**config.mk**
```make
export PLATFORM = sky130hd
export DESIGN_NAME = taillight_arbiter
export DESIGN_NICKNAME = d
export VERILOG_FILES = /design/src/rtl/taillight_pkg.sv /design/src/rtl/taillight_arbiter_tick_divider.sv /design/src/rtl/taillight_arbiter.sv
export SDC_FILE = /design/constraint.sdc
export NUM_CORES = 1
export LEC_CHECK = 0
export ABC_AREA = 1
export BUFFER_PORTS_ARGS = -buffer_cell sky130_fd_sc_hd__clkbuf_2
export CORE_MARGIN = 4
export CORE_UTILIZATION = 30
export DETAILED_ROUTE_END_ITERATION = 6
export PLACE_DENSITY = 0.49
export SYNTH_ARGS = -nofsm -noshare
export SYNTH_HDL_FRONTEND = slang
export SYNTH_SLANG_ARGS = --single-unit
```
**constraint.sdc**
```tcl
create_clock -name clk -period 2.7 [get_ports clk]
set_input_delay 0.54 -clock clk [delete_from_list [all_inputs] [get_ports clk]]
set_output_delay 0.54 -clock clk [all_outputs]
set_load 0.05 [all_outputs]
```
**src/rtl/taillight_pkg.sv**
```systemverilog
// Shared types and lamp patterns for the Thunderbird tail-light cluster.
// Lamp vectors are ordered {lc, lb, la, ra, rb, rc}.
package taillight_pkg;

    typedef enum logic [2:0] {
        IDLE,
        L1,
        L2,
        L3,
        R1,
        R2,
        R3,
        HAZ
    } state_t;

    typedef enum logic {
        LEFT,
        RIGHT
    } side_t;

    localparam logic [5:0] LAMP_OFF   = 6'b000_000;
    localparam logic [5:0] LAMP_L1    = 6'b001_000;
    localparam logic [5:0] LAMP_L2    = 6'b011_000;
    localparam logic [5:0] LAMP_L3    = 6'b111_000;
    localparam logic [5:0] LAMP_R1    = 6'b000_100;
    localparam logic [5:0] LAMP_R2    = 6'b000_110;
    localparam logic [5:0] LAMP_R3    = 6'b000_111;
    localparam logic [5:0] LAMP_ALL   = 6'b111_111;
    localparam logic [5:0] LAMP_LSIDE = 6'b111_000;
    localparam logic [5:0] LAMP_RSIDE = 6'b000_111;

    function automatic logic [5:0] base_lamps(input state_t s);
        logic [5:0] v;
        v = LAMP_OFF;
        unique case (s)
            IDLE:    v = LAMP_OFF;
            L1:      v = LAMP_L1;
            L2:      v = LAMP_L2;
            L3:      v = LAMP_L3;
            R1:      v = LAMP_R1;
            R2:      v = LAMP_R2;
            R3:      v = LAMP_R3;
            HAZ:     v = LAMP_ALL;
            default: v = LAMP_OFF;
        endcase
        return v;
    endfunction

endpackage

```
**src/rtl/taillight_arbiter_tick_divider.sv**
```systemverilog
// Animation prescaler: tick pulses once every TICK_DIV clk cycles.
// With TICK_DIV=1 the counter stays at 0 and tick is always high.
module tick_divider #(
    parameter int TICK_DIV = 4
) (
    input  logic clk,
    input  logic reset,
    output logic tick
);

    localparam int CW = (TICK_DIV > 1) ? $clog2(TICK_DIV) : 1;
    localparam logic [CW-1:0] LAST = CW'(TICK_DIV - 1);

    logic [CW-1:0] r_cnt;
    logic          w_last;

    assign w_last = (r_cnt == LAST);
    assign tick   = w_last;

    // Count 0..TICK_DIV-1 and wrap; reset takes priority.
    always_ff @(posedge clk) begin
        if (reset) begin
            r_cnt <= '0;
        end else if (w_last) begin
            r_cnt <= '0;
        end else begin
            r_cnt <= r_cnt + 1'b1;
        end
    end

endmodule

```
**src/rtl/taillight_arbiter.sv**
```systemverilog
// Tail-light sequencer: arbitrates left/right/hazard on each tick.
// Optional brake overlay is enabled by defining TAILLIGHT_BRAKE_EN.
module taillight_arbiter
    import taillight_pkg::*;
#(
    parameter int TICK_DIV = 4
) (
    input  logic clk,
    input  logic reset,
    input  logic left,
    input  logic right,
    input  logic hazard,
`ifdef TAILLIGHT_BRAKE_EN
    input  logic brake,
`endif
    output logic lc,
    output logic lb,
    output logic la,
    output logic ra,
    output logic rb,
    output logic rc,
    output logic busy
);

    state_t     r_state;
    state_t     w_next;
    side_t      r_last_side;
    side_t      w_next_side;
    logic       w_tick;
    logic [5:0] w_lamps;

    tick_divider #(
        .TICK_DIV (TICK_DIV)
    ) u_div (
        .clk   (clk),
        .reset (reset),
        .tick  (w_tick)
    );

    // State and round-robin flag only move on a tick.
    always_ff @(posedge clk) begin
        if (reset) begin
            r_state     <= IDLE;
            r_last_side <= RIGHT;
        end else begin
            r_state     <= w_next;
            r_last_side <= w_next_side;
        end
    end

    // Next state: requests are only looked at from IDLE.
    always_comb begin
        w_next      = r_state;
        w_next_side = r_last_side;
        if (w_tick) begin
            unique case (r_state)
                IDLE: begin
                    if (hazard) begin
                        w_next = HAZ;
                    end else if (left && right) begin
                        if (r_last_side == RIGHT) begin
                            w_next      = L1;
                            w_next_side = LEFT;
                        end else begin
                            w_next      = R1;
                            w_next_side = RIGHT;
                        end
                    end else if (left) begin
                        w_next      = L1;
                        w_next_side = LEFT;
                    end else if (right) begin
                        w_next      = R1;
                        w_next_side = RIGHT;
                    end
                end
                L1:      w_next = L2;
                L2:      w_next = L3;
                L3:      w_next = IDLE;
                R1:      w_next = R2;
                R2:      w_next = R3;
                R3:      w_next = IDLE;
                HAZ:     w_next = IDLE;
                default: w_next = IDLE;
            endcase
        end
    end

`ifdef TAILLIGHT_BRAKE_EN
    // Brake lights every lamp not already used for signalling.
    always_comb begin
        w_lamps = base_lamps(r_state);
        if (brake) begin
            unique case (r_state)
                L1, L2, L3: w_lamps = w_lamps | LAMP_RSIDE;
                R1, R2, R3: w_lamps = w_lamps | LAMP_LSIDE;
                default:    w_lamps = LAMP_ALL;
            endcase
        end
    end
`else
    // Lamps are a pure decode of the registered state.
    always_comb begin
        w_lamps = base_lamps(r_state);
    end
`endif

    assign {lc, lb, la, ra, rb, rc} = w_lamps;
    assign busy = (r_state != IDLE);

endmodule

```
==> key figures, run 1 <==
Status
  • Status: finished, final reports clean

Power and ir drop
  • Total Power: 0.430 mW
  • PwrDens: 567 nW/µm²
  • Max rail drop VDD: 275 µV
  • Leakage: 0.379 nW

Die
  • Die area: 2910 µm²
  • Die W: 53.9 µm
  • Die Ht: 53.9 µm
  • I/O Pins: 12
  • Core Area: 1980 µm²
  • Starting Density: 31.9%
  • Row count: 16

Placement
  • Placed cell areas: 722 µm²
  • DP Wirelength: 917 µm
  • GPL Wtd Cong: 0.791
  • IO buf count: 11

Worst setup path
  • Worst Path Class, Setup: register to output port
  • Setup crit end kind: output port
  • Required time of the critical path: 2160 ps
  • CP arrival: 1160 ps
  • Setup crit start kind: register
  • Worst Path Max Fanout: 5

Synth
  • Post-Synth XOR/XNOR Area: 0%
  • Unique masters post-synth: 18
  • Mapped Avg Cell Area: 7.63 µm²
  • Syn nets: 89
  • Synth Area in Compound Gates: 7.71%
  • Synth Area in Simple Gates: 42.9%
  • Area share of fa/ha/maj cells after synthesis: 1.98%
  • Post-synthesis instance area: 633 µm²
  • Part of the Yosys area used for sequential elements: 37.9%
  • Largest area contributor in the netlist: dfxtp_1
  • Top cell type's share of synthesized area: 37.9%
  • Synth area leaders: dfxtp_1 (38%), nand2_1 (8.9%), nor2_1 (7.7%)
  • Mux share of post-synthesis cell area: 0%
  • Largest family of logic cells by synthesized area: simple AND/OR/NAND/NOR gates
  • Synth warn: 0
  • Mapped Cells: 83
  • Seq cells post-synth: 12

Clocking
  • Postcts setup bufs: 0
  • Total CTS buffers: 3
  • Clock sink count: 12
  • H-Tree Depth: 1
  • Clk slew on worst S/H paths: 70 ps
  • Post-CTS sizing: 0
  • Hold buffer count at cts: 0
  • CTS tree: yes
  • Root buffer cell: clkbuf_4
  • Max Root-Sink Buffers: 2
  • Worst-skew pair later-pin latency: 270 ps

Routing
  • Vias: 505
  • DRT iter0 DRCs: 2
  • DR vias/cell: 4.04
  • DRT Wirelength: 1130 µm
  • DRC viols: 0
  • Mean routed wirelength per cell: 9.02 µm
  • Detailed Routing Iterations Pass 1: 5
  • Final ANT Viol Nets: 0

Timing
  • Min cycle time layout: 1700 ps
  • Setup TNS: 0 ps
  • Final slew viol count: 0
  • Worst Tran Pin Value: 278 ps
  • Endpoints failing setup: 0
  • Clock skew: 1.35 ps
  • RSZ-0062 raised after global routing: false
  • Final-report hold violation count: 0
  • Fmax: 0.589 GHz
  • Hold_ws: 452 ps
  • Final cycle utilization of the critical path: 62.8%
  • Slew Limit Headroom: 81.5%

Min path
  • Worst Hold Class: register to register

Global routing
  • First-pass GRT wire length: 1990 µm
  • GRT Overall Usage: 9.66%
  • Vias in the first global route: 488
  • Largest net degree at the start of global routing: 8
  • GR Overflow Total: 0
  • Initial antenna violation count: 0

Flow run
  • Max cap viols: 0

Layout
  • Layout area overhead: 19.8%
  • Final instance area: 758 µm²
  • Final Net Count: 105
  • Diode count: 0
  • Share of layout cells above drive strength 1: 37.8%
## final timing paths
kind,startpoint,to,slack (ps),cells after the start
worst max-delay path,r_state[1]$_SDFFE_PP0N_,busy,1000,3
worst min-delay path,u_div.r_cnt[0]$_SDFF_PP0_,u_div.r_cnt[0]$_SDFF_PP0_,450,1
worst max register to register,u_div.r_cnt[0]$_SDFF_PP0_,w_lamps[3]$_DFF_P_,1300,8
worst min register to register,u_div.r_cnt[0]$_SDFF_PP0_,u_div.r_cnt[0]$_SDFF_PP0_,450,1
## sequential cells by signal, summed over array words and instances (netlist names)
signal and flops:
w_lamps 6, r_state 3, u_div.r_cnt 2, r_last_side 1
## power breakdown
part / switching [mW] / total [mW] / internal, mW
Combinational: 0.0669 / 0.0953 / 0.0283
Clock: 0.0597 / 0.142 / 0.0819
Sequential: 0.00613 / 0.193 / 0.187
Total: 0.133 / 0.430 / 0.297
## through the flow
stage	setup WS [ps]	utilization, %	instances
final	1000	38.3	125
after global routing	912	38.3	125
after CTS	981	38.3	125
after detailed placement	1150	36.4	121
after global placement	1180	36.4	121
after floorplan	1380	-	83
## cell families after synthesis
family	count (synthesis)
AND/OR/NAND/NOR	47
buffers and inverters	16
flip-flops	12
AO/OA/AOI/OAI	7
adder cells (fa/ha/maj)	1
## worst max-delay path, cell delays in order (launching register included)
cell and delay [ps]:
dfxtp_1 400, inv_2 90, nand2_4 110, clkbuf_2 280
## routing by layer
layer | routed length (µm) | vias up | track usage, %
li1 | - | 285 | -
met1 | 551 | 210 | 11.9
met2 | 515 | 8 | 15.3
met3 | 48 | 2 | 2.49
met4 | 12 | 0 | 5.11
met5 | 0 | - | 0
## cell usage in the layout (no fill, tap or decap), types with 2 or more instances in the layout
master and instances:
clkbuf_2 11, nor2_1 13, a21oi_1 4, inv_1 12, clkbuf_4 3, nand3_2 2
nand2_2 7, nand2_1 15, nor2_4 3, nand2_4 3, inv_2 4, dfxtp_1 12
## Yosys cell counts
master / count
nand2_1: 15
nand3_2: 2
o21ai_0: 1
a21oi_4: 1
nor2_1: 13
nand3_4: 1
nand4_1: 1
nand3_1: 1
inv_2: 4
nand2_4: 3
inv_1: 12
a21oi_1: 4
nor2_2: 1
nand2_2: 7
dfxtp_1: 12
nor2_4: 3
ha_1: 1
o211ai_1: 1
## area by class of cell
type	count	area, µm²
clock buffers	4	36.3
fillers	213	1220
inverters	16	60.1
multi-input cells	55	333
flip-flops and latches	12	240
well taps	27	33.8
repair buffers	11	55.1
Note: power is estimated with default switching activity, not from simulation.
==> run 2: changes to the inputs <==
--- a/config.mk
+++ b/config.mk
@@ -5,12 +5,12 @@
 export SDC_FILE = /design/constraint.sdc
 export NUM_CORES = 1
 export LEC_CHECK = 0
-export ABC_AREA = 1
+export ABC_AREA = 0
 export BUFFER_PORTS_ARGS = -buffer_cell sky130_fd_sc_hd__clkbuf_2
 export CORE_MARGIN = 4
 export CORE_UTILIZATION = 30
 export DETAILED_ROUTE_END_ITERATION = 6
-export PLACE_DENSITY = 0.49
+export PLACE_DENSITY = 0.53
 export SYNTH_ARGS = -nofsm -noshare
 export SYNTH_HDL_FRONTEND = slang
 export SYNTH_SLANG_ARGS = --single-unit
==> constraint.sdc (replaced) <==
create_clock -name clk -period 1.5 [get_ports clk]
set_input_delay 0.3 -clock clk [delete_from_list [all_inputs] [get_ports clk]]
set_output_delay 0.3 -clock clk [all_outputs]
set_load 0.05 [all_outputs]
==> key figures, run 2 <==
Clocking
  • Max Root-Sink Buffers: 2 (unchanged)
  • Hold buffer count at cts: 0 (unchanged)
  • Root buffer cell: clkbuf_4
  • CTS tree: yes
  • Total CTS buffers: 3 (unchanged)
  • Worst-skew pair later-pin latency: 270 ps (about the same)
  • H-Tree Depth: 1 (unchanged)
  • Clk slew on worst S/H paths: 70 ps (about the same)
  • Clock sink count: 12 (unchanged)

Synth
  • Count leader, synth: dfxtp_1
  • Part of the Yosys area used for sequential elements: 48.1% (+10 points)
  • Mapped Avg Cell Area: 10.2 µm² (+34%)
  • Top cell type's share of synthesized area: 48.1% (+10 points)
  • Ys flop type: dfxtp_1
  • Synth area leaders: dfxtp_1 (48%), nor2_1 (5.3%), nor4_4 (4.3%)
  • Syn nets: 55 (-38%)
  • Most frequent cells after synthesis: dfxtp_1 (12), nor2_1 (7), a21oi_1 (3)
  • Number of flops mapped to enable cells by yosys: 0 (unchanged)
  • Unique masters post-synth: 26 (+8)
  • Synth warn: 0 (unchanged)
  • Largest area contributor in the netlist: dfxtp_1
  • Seq cells post-synth: 12 (unchanged)
  • Async S/R FF share, synth: 0% (unchanged)
  • Post-synthesis instance area: 499 µm² (-21%)
  • Mapped Cells: 49 (-41%)

Timing
  • Clock skew: 0.358 ps (-0.993 ps)
  • Final cycle utilization of the critical path: 101%
  • Final slew viol count: 0 (unchanged)
  • Slew Limit Headroom: 79.0% (-2.5 points)
  • Min cycle time layout: 1520 ps
  • Fmax: 0.658 GHz
  • RSZ-0062 raised after global routing: true
  • Endpoints failing setup: 2 (+2)
  • Worst Tran Pin Value: 313 ps (+34.6 ps)
  • Setup ws final: -20.8 ps (-1020 ps)
  • Final-report hold violation count: 0 (unchanged)

Global routing
  • First-pass GRT wire length: 1810 µm (-9.1%)
  • Largest net degree at the start of global routing: 8 (unchanged)
  • GRT Overall Usage: 9.82% (+0.16 points)
  • Initial antenna violation count: 0 (unchanged)
  • GR Overflow Total: 0 (unchanged)
  • Vias in the first global route: 438 (-10%)

Power and ir drop
  • Net Sw Frac: 26.4% (-4.4 points)
  • Internal Power: 0.566 mW (+90%)
  • Clk pwr share: 32.5% (-0.4 points)
  • Max rail drop VDD: 534 µV (+94%)
  • Total Power: 0.769 mW (+79%)
  • PwrDens: 1020 nW/µm² (+80%)
  • Switching pwr: 0.203 mW (+53%)
  • Leakage: 0.327 nW (-14%)
  • Reg power frac: 45.9% (+1.0 points)
  • Comb pwr share: 21.6% (-0.6 points)

Layout
  • Final Non-Filler Cells: 88 (-30%)
  • Final Core Density: 49.0% (+11 points)
  • Final Net Count: 79 (-25%)
  • Final instance area: 756 µm² (-0.33%)
  • Most frequent cells in the layout: clkbuf_2 (10), nor2_1 (7), buf_4 (7), dfxtp_1 (7), dfxtp_2 (4)
  • # fillers: 151 (-29%)
  • Diode count: 0 (unchanged)
  • Max FFs per register: 6 (unchanged)
  • Most common cell after layout, fill and taps aside: clkbuf_2
  • Layout area overhead: 51.4%
  • Share of layout cells above drive strength 1: 62.5% (+25 points)

Die
  • Row count: 14 (-2)
  • Starting Density: 32.4% (+0.44 points)
  • Die Ht: 48.8 µm (-9.5%)
  • Die area: 2380 µm² (-18%)
  • I/O Pins: 12 (unchanged)
  • Die W: 48.8 µm (-9.5%)
  • Core Area: 1540 µm² (-22%)

Placement
  • IO buf count: 11 (unchanged)
  • Placed cell areas: 617 µm² (-15%)
  • Placed Cells: 80 (-34%)
  • GPL Wtd Cong: 0.780 (-1.4%)
  • DP Wirelength: 712 µm (-22%)

Routing
  • Vias: 435 (-14%)
  • Met1 WL: 509 µm (-7.6%)
  • Mean routed wirelength per cell: 12.5 µm (+38%)
  • Final ANT Viol Nets: 0 (unchanged)
  • Met3 WL: 48 µm (unchanged)
  • Detailed Routing Iterations Pass 1: 3 (-2)
  • DR vias/cell: 4.94 (+22%)
  • Max Used Layer: met4
  • Routed met2 length: 503 µm (-2.3%)
  • DRC viols: 0 (unchanged)
  • DRT Wirelength: 1100 µm (-2.7%)
  • DRT iter0 DRCs: 2 (unchanged)

Worst setup path
  • Required time of the critical path: 1720 ps (-440 ps)
  • Worst Path Max Fanout: 5 (unchanged)
  • Critical path, cell by cell: ha_4 -> and3_4 -> or4_4 -> clkinv_4 -> maj3_2
  • Setup crit start kind: register
  • CP arrival: 1740 ps (+580 ps)
  • Slowest stage cell, crit path: or4_4
  • Worst Path Class, Setup: register to register
  • CP top delay family: simple AND/OR/NAND/NOR gates
  • Critical Path Max Stage Delay: 560 ps (+160 ps)
  • Setup crit end kind: register
  • Buffers plus inverters on the worst setup path: 1 (-1)

Min path
  • Worst Hold Class: primary input to register

Status
  • Status: finished with violations
  • Violations in the final reports: setup timing

Flow run
  • Max cap viols: 0 (unchanged)
run 2: power by group through the flow:
| stage | clock network [mW] | logic, mW | registers [mW] |
|---|---|---|---|
| 2_1_floorplan | 0 | 0.0716 | 0.372 |
| 3_3_place_gp | 0 | 0.126 | 0.356 |
| 3_5_place_dp | 0 | 0.126 | 0.356 |
| 4_1_cts | 0.256 | 0.163 | 0.352 |
| 5_1_grt | 0.272 | 0.178 | 0.355 |
| 6_report | 0.250 | 0.167 | 0.353 |
run 2: cell type report:
cell class              count  area, µm²  share of cell area [%]
well taps                  16       20.0                    2.65
flip-flops and latches     12        249                    32.9
multi-input cells          31        277                    36.6
repair buffers             20        150                    19.9
inverters                   5       23.8                    3.15
clock buffers               4       36.3                    4.80
run 2: kinds of logic (layout without fill, tap and decap cells):
group           count (synthesis)  count (layout)  synth area share, %
simple gates                   19              19                 23.8
compound gates                 10              10                 18.3
flops                          12              12                 48.1
fa+ha+maj                       2               2                 4.76
buf+inv                         6              29                 5.01
run 2: repair_timing:
item	CTS	global route
setup buffers	4	1
endpoints found under the hold margin	0	0
resized for setup	15	3
pin swaps	5	5
setup endpoints to repair	3	6
run 2: per-stage QoR:
stage | hold WS [ps] | worst slack, ps | TNS, ps
2_1_floorplan | 377 | -53.9 | -53.9
3_3_place_gp | 418 | -60.5 | -95.1
3_5_place_dp | 419 | -65.9 | -80.4
4_1_cts | 264 | -19.1 | -26.0
5_1_grt | 297 | -70.5 | -165
6_report | 283 | -20.8 | -22.5
run 2: layer usage:
layer	global-route usage, %	up-vias
met2	15.9	11
met5	0	-
met3	3.06	5
met4	6.73	0
li1	-	219
met1	10.8	200
run 2: final timing paths:
path                                   from                         to  slack [ps]  cells after the start
setup reg to reg  u_div.r_cnt[0]$_SDFF_PP0_         w_lamps[3]$_DFF_P_         -20                      5
hold reg to reg   u_div.r_cnt[0]$_SDFF_PP0_  u_div.r_cnt[0]$_SDFF_PP0_         430                      1
setup / recovery  u_div.r_cnt[0]$_SDFF_PP0_         w_lamps[3]$_DFF_P_         -20                      5
hold / removal                        reset  u_div.r_cnt[0]$_SDFF_PP0_         280                      2
